===== src/rtl/falafel_fit_finder.sv =====
// First-fit walker over the in-memory free list: returns the first block whose size
// covers the request, together with its predecessor, using one outstanding read at a time.
//
// state        | meaning
// IDLE         | waiting for a search request
// RD_SIZE_REQ  | requesting the size word of the current block
// RD_SIZE_WAIT | waiting for the size word, then fit check
// RD_NEXT_REQ  | requesting the next pointer of the current block
// RD_NEXT_WAIT | waiting for the next pointer, then end-of-list / hop-limit check
// RESP         | result presented until accepted
module falafel_fit_finder #(
    parameter int DATA_W   = 64,
    parameter int MAX_HOPS = 1024
) (
    input  logic              clk_i,
    input  logic              rst_ni,
    input  logic [DATA_W-1:0] free_list_ptr_i,
    input  logic              req_valid_i,
    output logic              req_ready_o,
    input  logic [DATA_W-1:0] req_size_i,
    output logic              mem_req_o,
    input  logic              mem_gnt_i,
    output logic [DATA_W-1:0] mem_addr_o,
    input  logic              mem_rvalid_i,
    input  logic [DATA_W-1:0] mem_rdata_i,
    output logic              rsp_valid_o,
    input  logic              rsp_ready_i,
    output logic              rsp_found_o,
    output logic [DATA_W-1:0] rsp_addr_o,
    output logic [DATA_W-1:0] rsp_prev_o,
    output logic [DATA_W-1:0] rsp_size_o,
    output logic              busy_o
);

    localparam int                HOP_W     = $clog2(MAX_HOPS + 1);
    localparam logic [HOP_W-1:0]  HOP_LIMIT = HOP_W'(MAX_HOPS);
    localparam logic [DATA_W-1:0] NEXT_OFS  = DATA_W'(DATA_W / 8);

    typedef enum logic [2:0] {
        IDLE,
        RD_SIZE_REQ,
        RD_SIZE_WAIT,
        RD_NEXT_REQ,
        RD_NEXT_WAIT,
        RESP
    } state_t;

    state_t            state;
    logic [DATA_W-1:0] size_q;
    logic [DATA_W-1:0] cur_q;
    logic [DATA_W-1:0] prev_q;
    logic [HOP_W-1:0]  hops_q;

    always_ff @(posedge clk_i or negedge rst_ni) begin
        if (!rst_ni) begin
            state       <= IDLE;
            size_q      <= '0;
            cur_q       <= '0;
            prev_q      <= '0;
            hops_q      <= '0;
            req_ready_o <= 1'b1;
            busy_o      <= 1'b0;
            mem_req_o   <= 1'b0;
            mem_addr_o  <= '0;
            rsp_valid_o <= 1'b0;
            rsp_found_o <= 1'b0;
            rsp_addr_o  <= '0;
            rsp_prev_o  <= '0;
            rsp_size_o  <= '0;
        end else begin
            case (state)
                IDLE: begin
                    if (req_valid_i && req_ready_o) begin
                        size_q      <= req_size_i;
                        cur_q       <= free_list_ptr_i;
                        prev_q      <= '0;
                        hops_q      <= '0;
                        req_ready_o <= 1'b0;
                        busy_o      <= 1'b1;
                        if (free_list_ptr_i == '0) begin
                            state       <= RESP;
                            rsp_valid_o <= 1'b1;
                            rsp_found_o <= 1'b0;
                            rsp_addr_o  <= '0;
                            rsp_prev_o  <= '0;
                            rsp_size_o  <= '0;
                        end else begin
                            state      <= RD_SIZE_REQ;
                            mem_req_o  <= 1'b1;
                            mem_addr_o <= free_list_ptr_i;
                        end
                    end
                end
                RD_SIZE_REQ: begin
                    if (mem_gnt_i) begin
                        mem_req_o <= 1'b0;
                        state     <= RD_SIZE_WAIT;
                    end
                end
                RD_SIZE_WAIT: begin
                    if (mem_rvalid_i) begin
                        hops_q <= hops_q + 1'b1;
                        if (mem_rdata_i >= size_q) begin
                            state       <= RESP;
                            rsp_valid_o <= 1'b1;
                            rsp_found_o <= 1'b1;
                            rsp_addr_o  <= cur_q;
                            rsp_prev_o  <= prev_q;
                            rsp_size_o  <= mem_rdata_i;
                        end else begin
                            state      <= RD_NEXT_REQ;
                            mem_req_o  <= 1'b1;
                            mem_addr_o <= cur_q + NEXT_OFS;
                        end
                    end
                end
                RD_NEXT_REQ: begin
                    if (mem_gnt_i) begin
                        mem_req_o <= 1'b0;
                        state     <= RD_NEXT_WAIT;
                    end
                end
                RD_NEXT_WAIT: begin
                    if (mem_rvalid_i) begin
                        // hops_q already counts the block just examined
                        if (mem_rdata_i == '0 || hops_q == HOP_LIMIT) begin
                            state       <= RESP;
                            rsp_valid_o <= 1'b1;
                            rsp_found_o <= 1'b0;
                            rsp_addr_o  <= '0;
                            rsp_prev_o  <= '0;
                            rsp_size_o  <= '0;
                        end else begin
                            prev_q     <= cur_q;
                            cur_q      <= mem_rdata_i;
                            state      <= RD_SIZE_REQ;
                            mem_req_o  <= 1'b1;
                            mem_addr_o <= mem_rdata_i;
                        end
                    end
                end
                RESP: begin
                    if (rsp_ready_i) begin
                        state       <= IDLE;
                        rsp_valid_o <= 1'b0;
                        req_ready_o <= 1'b1;
                        busy_o      <= 1'b0;
                    end
                end
                default: begin
                    state       <= IDLE;
                    mem_req_o   <= 1'b0;
                    rsp_valid_o <= 1'b0;
                    req_ready_o <= 1'b1;
                    busy_o      <= 1'b0;
                end
            endcase
        end
    end

endmodule

===== config.mk =====
export PLATFORM = sky130hd
export DESIGN_NAME = falafel_fit_finder
export DESIGN_NICKNAME = d
export VERILOG_FILES = /design/src/rtl/falafel_fit_finder.sv
export SDC_FILE = /design/constraint.sdc
export NUM_CORES = 1
export LEC_CHECK = 0
export ABC_AREA = 0
export ABC_CLOCK_PERIOD_IN_PS = 2700
export CAP_MARGIN = 20
export CORE_UTILIZATION = 47
export DETAILED_ROUTE_END_ITERATION = 10
export PLACE_DENSITY_LB_ADDON = 0.3
export SLEW_MARGIN = 15
export SYNTH_ARGS = -nofsm -noshare
export SYNTH_HDL_FRONTEND = slang
export SYNTH_SLANG_ARGS = --single-unit

===== constraint.sdc =====
create_clock -name clk_i -period 2.7 [get_ports clk_i]
set_clock_uncertainty 0.15 [all_clocks]
set_input_delay 0.27 -clock clk_i [delete_from_list [all_inputs] [get_ports clk_i]]
set_output_delay 0.27 -clock clk_i [all_outputs]
set_load 0.05 [all_outputs]

==> results.py <==
metrics = {
    "placed_design": {
        "dpl.hpwl_um": 61800,
        "place_ws_ns": -0.898,
        "port-buffer-count": 458,
        "place_congestion": 0.934,
    },
    "route": {
        "via_count": 20600,
        "drc": 0,
        "avgViaCountPerCell": 5.42,
        "post_drt_wl_per_cell_um": 22.1,
        "drt-total-wl_um": 84300,
        "firstDrtPassIters": 6,
        "ant_nets": 0,
        "drt_iter0_drc": 1578,
    },
    "synthesis": {
        "synth_top_area_share_pct": 49.8,
        "synth.top_cells.by_area": "dfrtp_1, mux2i_1, nand2_1",
        "synthFlopType": "dfrtp_1",
        "synth_cells": 2386,
        "synth_edf_count": 0,
        "seq_area_frac_synth_pct": 50.0,
        "syn_avg_cell_area_um2": 9.81,
        "syn-num-nets": 2651,
        "async_flop_share_pct": 100,
        "ys_ff_latch": 467,
        "synth_cell_types": 68,
        "yosysWarnings": 0,
        "synth_top_area_cell": "dfrtp_1",
        "synthesis.area_um2": 23400,
    },
    "clock_tree": {
        "clk_pin_slew_ns": 0.06,
        "clk_latency_ns": 0.60,
        "root_buffer": "clkbuf_16",
        "h-tree-depth": 2,
        "clock_sinks": 467,
        "cts_buffers": 50,
        "clock_path_buffers": 3,
        "cts_tree": "yes",
    },
    "global_routing": {
        "grt_pass1_vias": 21300,
        "overflow": 0,
        "antenna_found_initial": 8,
        "grt_pass1_wl_um": 126000,
        "track_usage_pct": 32.9,
        "grt_max_degree": 92,
    },
    "min_path": {
        "min_path_type": "input port to flip-flop",
    },
    "timing": {
        "final.min_clock_period_ns": 3.05,
        "finalSetupTns_ns": -60.80,
        "holdWs_ns": 0.0773,
        "setup_viol": 259,
        "relSlewSlack_pct": 35.9,
        "hold_viol": 0,
        "worst_pin_slew_ns": 0.953,
        "slew_viol_final": 0,
        "final.period_utilization_pct": 113,
        "rsz0062_at_grt": "yes",
        "finalWorstSetupSlack_ns": -0.352,
        "max_freq_ghz": 0.328,
    },
    "cells_and_area": {
        "fillers": 3675,
        "nNetsFinal": 3370,
        "layout_common_cells": "dfrtp_1, clkdlybuf4s50_1, nand2_1",
        "finalCoreUtilization_pct": 69.3,
        "drive_above_1_share_pct": 18.2,
        "syn2layout_area_growth_pct": 45.2,
        "final_common_cell": "dfrtp_1",
    },
    "die": {
        "die_w_um": 225,
        "core_um2": 49100,
        "rows": 81,
        "die_y_um": 225,
        "die_area_um2": 50700,
        "ios": 459,
        "start_util_pct": 47.7,
    },
    "worst_setup_path": {
        "r2r_start": "size_q[35]",
        "crit_end": "mem_addr_o[63]",
        "slowest_delay_ns": 0.35,
        "cp-end-kind": "flip-flop",
        "worstRegToRegCells": 14,
        "startpoint": "size_q[35]",
        "crit_top_cell": "buf_12",
        "crit_type": "flip-flop to flip-flop",
        "critical_path.max_fanout": 8,
        "worst_path_max_delay_cell": "nor4_4",
        "critPathArrivalTime_ns": 3.39,
        "crit_required_ns": 3.03,
        "crit-reg2reg-capture": "mem_addr_o[63]",
        "worstSetupStartpointType": "flip-flop",
        "crit_chain": "inv_2 > ha_4 > nand4_1 > buf_4 > nor4_4 > buf_4 > o311ai_4 > a21oi_4 > buf_6 > o21ai_4 > buf_12 > buf_12 > buf_12 > mux2_4",
        "reg2reg_setup_slack_ns": -0.35,
    },
    "run": {
        "maxCapViolCount": 0,
    },
    "outcome": {
        "violations": "setup timing",
        "outcome": "complete, but fails checks",
    },
    "pwr": {
        "p_leak_nw": 16.6,
        "ir_worst_vdd_v": 0.000654,
        "cellPowerDensity_nw_per_um2": 1270,
        "power.total_mw": 43.1,
    },
}
layout make-up:
| cell class | instances | area [um^2] | share of cell area [%] |
|---|---|---|---|
| Sequential cell | 467 | 11700 | 34.4 |
| Multi-Input combinational cell | 1520 | 10500 | 30.9 |
| Timing Repair Buffer | 798 | 8180 | 24.1 |
| Clock buffer | 67 | 1450 | 4.26 |
| Inverter | 268 | 1010 | 2.96 |
| Tap cell | 664 | 831 | 2.45 |
| Clock inverter | 24 | 310 | 0.913 |
| Antenna cell | 1 | 2.50 | 0.00737 |
logic make-up (layout without fill, tap and decap cells):
logic type                 after synthesis  in the layout  share of synthesized area (%)
other                                    0              1                              0
adders and majority gates               67             67                           3.58
muxes                                  290            290                           13.5
xor gates and xnor gates                58             58                           2.17
DFF                                    467            467                           50.0
buffers and inverters                  399           1157                           7.29
AOI/OAI and AO/OA                      380            380                           9.68
and+or+nand+nor                        725            725                           13.8
power by group:
group | leakage (nW) | switching [mW] | internal, mW
sequential | 5.85 | 2.11 | 9.94
combinational | 9.87 | 13.9 | 9.83
clock | 0.861 | 3.02 | 4.35
total | 16.6 | 19.0 | 24.1
registers in the layout, summed over array words and instances (netlist names):
| register | count |
|---|---|
| rsp_valid_o | 1 |
| rsp_addr_o | 64 |
| prev_q | 64 |
| busy_o | 1 |
| cur_q | 64 |
| rsp_found_o | 1 |
| req_ready_o | 1 |
| mem_req_o | 1 |
| state | 3 |
| rsp_size_o | 64 |
| rsp_prev_o | 64 |
| mem_addr_o | 64 |
| hops_q | 11 |
| size_q | 64 |
worst min path at each step:
| stage | startpoint | endpoint | slack [ns] | depth (start not counted) |
|---|---|---|---|---|
| after floorplan | rst_ni | busy_o | -0.18 | 0 |
| after global placement | rst_ni | rsp_prev_o[56] | 0.13 | 1 |
| after detailed placement | rst_ni | rsp_prev_o[56] | 0.14 | 1 |
| after CTS | req_size_i[56] | size_q[56] | 0.06 | 3 |
| after global routing | req_size_i[51] | size_q[51] | 0.07 | 3 |
| final | req_size_i[51] | size_q[51] | 0.08 | 3 |
synthesized netlist by cell type, drive strengths merged (4+ instances only):
library cell and instances:
dfrtp 466, nand2 378, inv 268, mux2i 224
a21oi 164, nor2 158, o21ai 96, clkbuf 79
ha 67, mux2 66, o31ai 65, nor4 61
buf 52, xnor2 51, nand4 37, nand3 30
nor3 25, a211oi 8, a21o 8, or3 8
and4 7, xor2 7, a31oi 6, nand2b 6
o21a 6, a221o 5, and3 5, and2 4
worst max-delay path: cells and delay by family, from the launching register on:
| kind | cells | cell delay (ns) |
|---|---|---|
| AOI/OAI and AO/OA | 3 | 0.36 |
| DFF | 1 | 0.34 |
| and+or+nand+nor | 2 | 0.51 |
| adders and majority gates | 1 | 0.26 |
| buffers and inverters | 7 | 1.01 |
| muxes | 1 | 0.29 |
repair_timing:
action                                  CTS  global route
hold buffers                              1             0
setup buffers                            30            16
gates resized for setup                 101            59
endpoints found under the setup margin  260           294
pin swaps                                15            12
cloned                                   21             6
endpoints found under the hold margin   136             0
metrics by stage:
step	area, um^2	cells
after global routing	34000	3809
after detailed placement	30700	3662
after global placement	30700	3662
final	34000	3809
after floorplan	23400	2386
after CTS	33900	3803
per-layer routing:
layer	global-route usage, %	routed length [um]	vias up
li1	-	-	9487
met1	42.9	35100	10200
met2	53.4	39600	795
met3	8.04	6350	158
met4	11.7	3110	12
met5	0	80	-
Note: power is estimated with default switching activity, not from simulation.
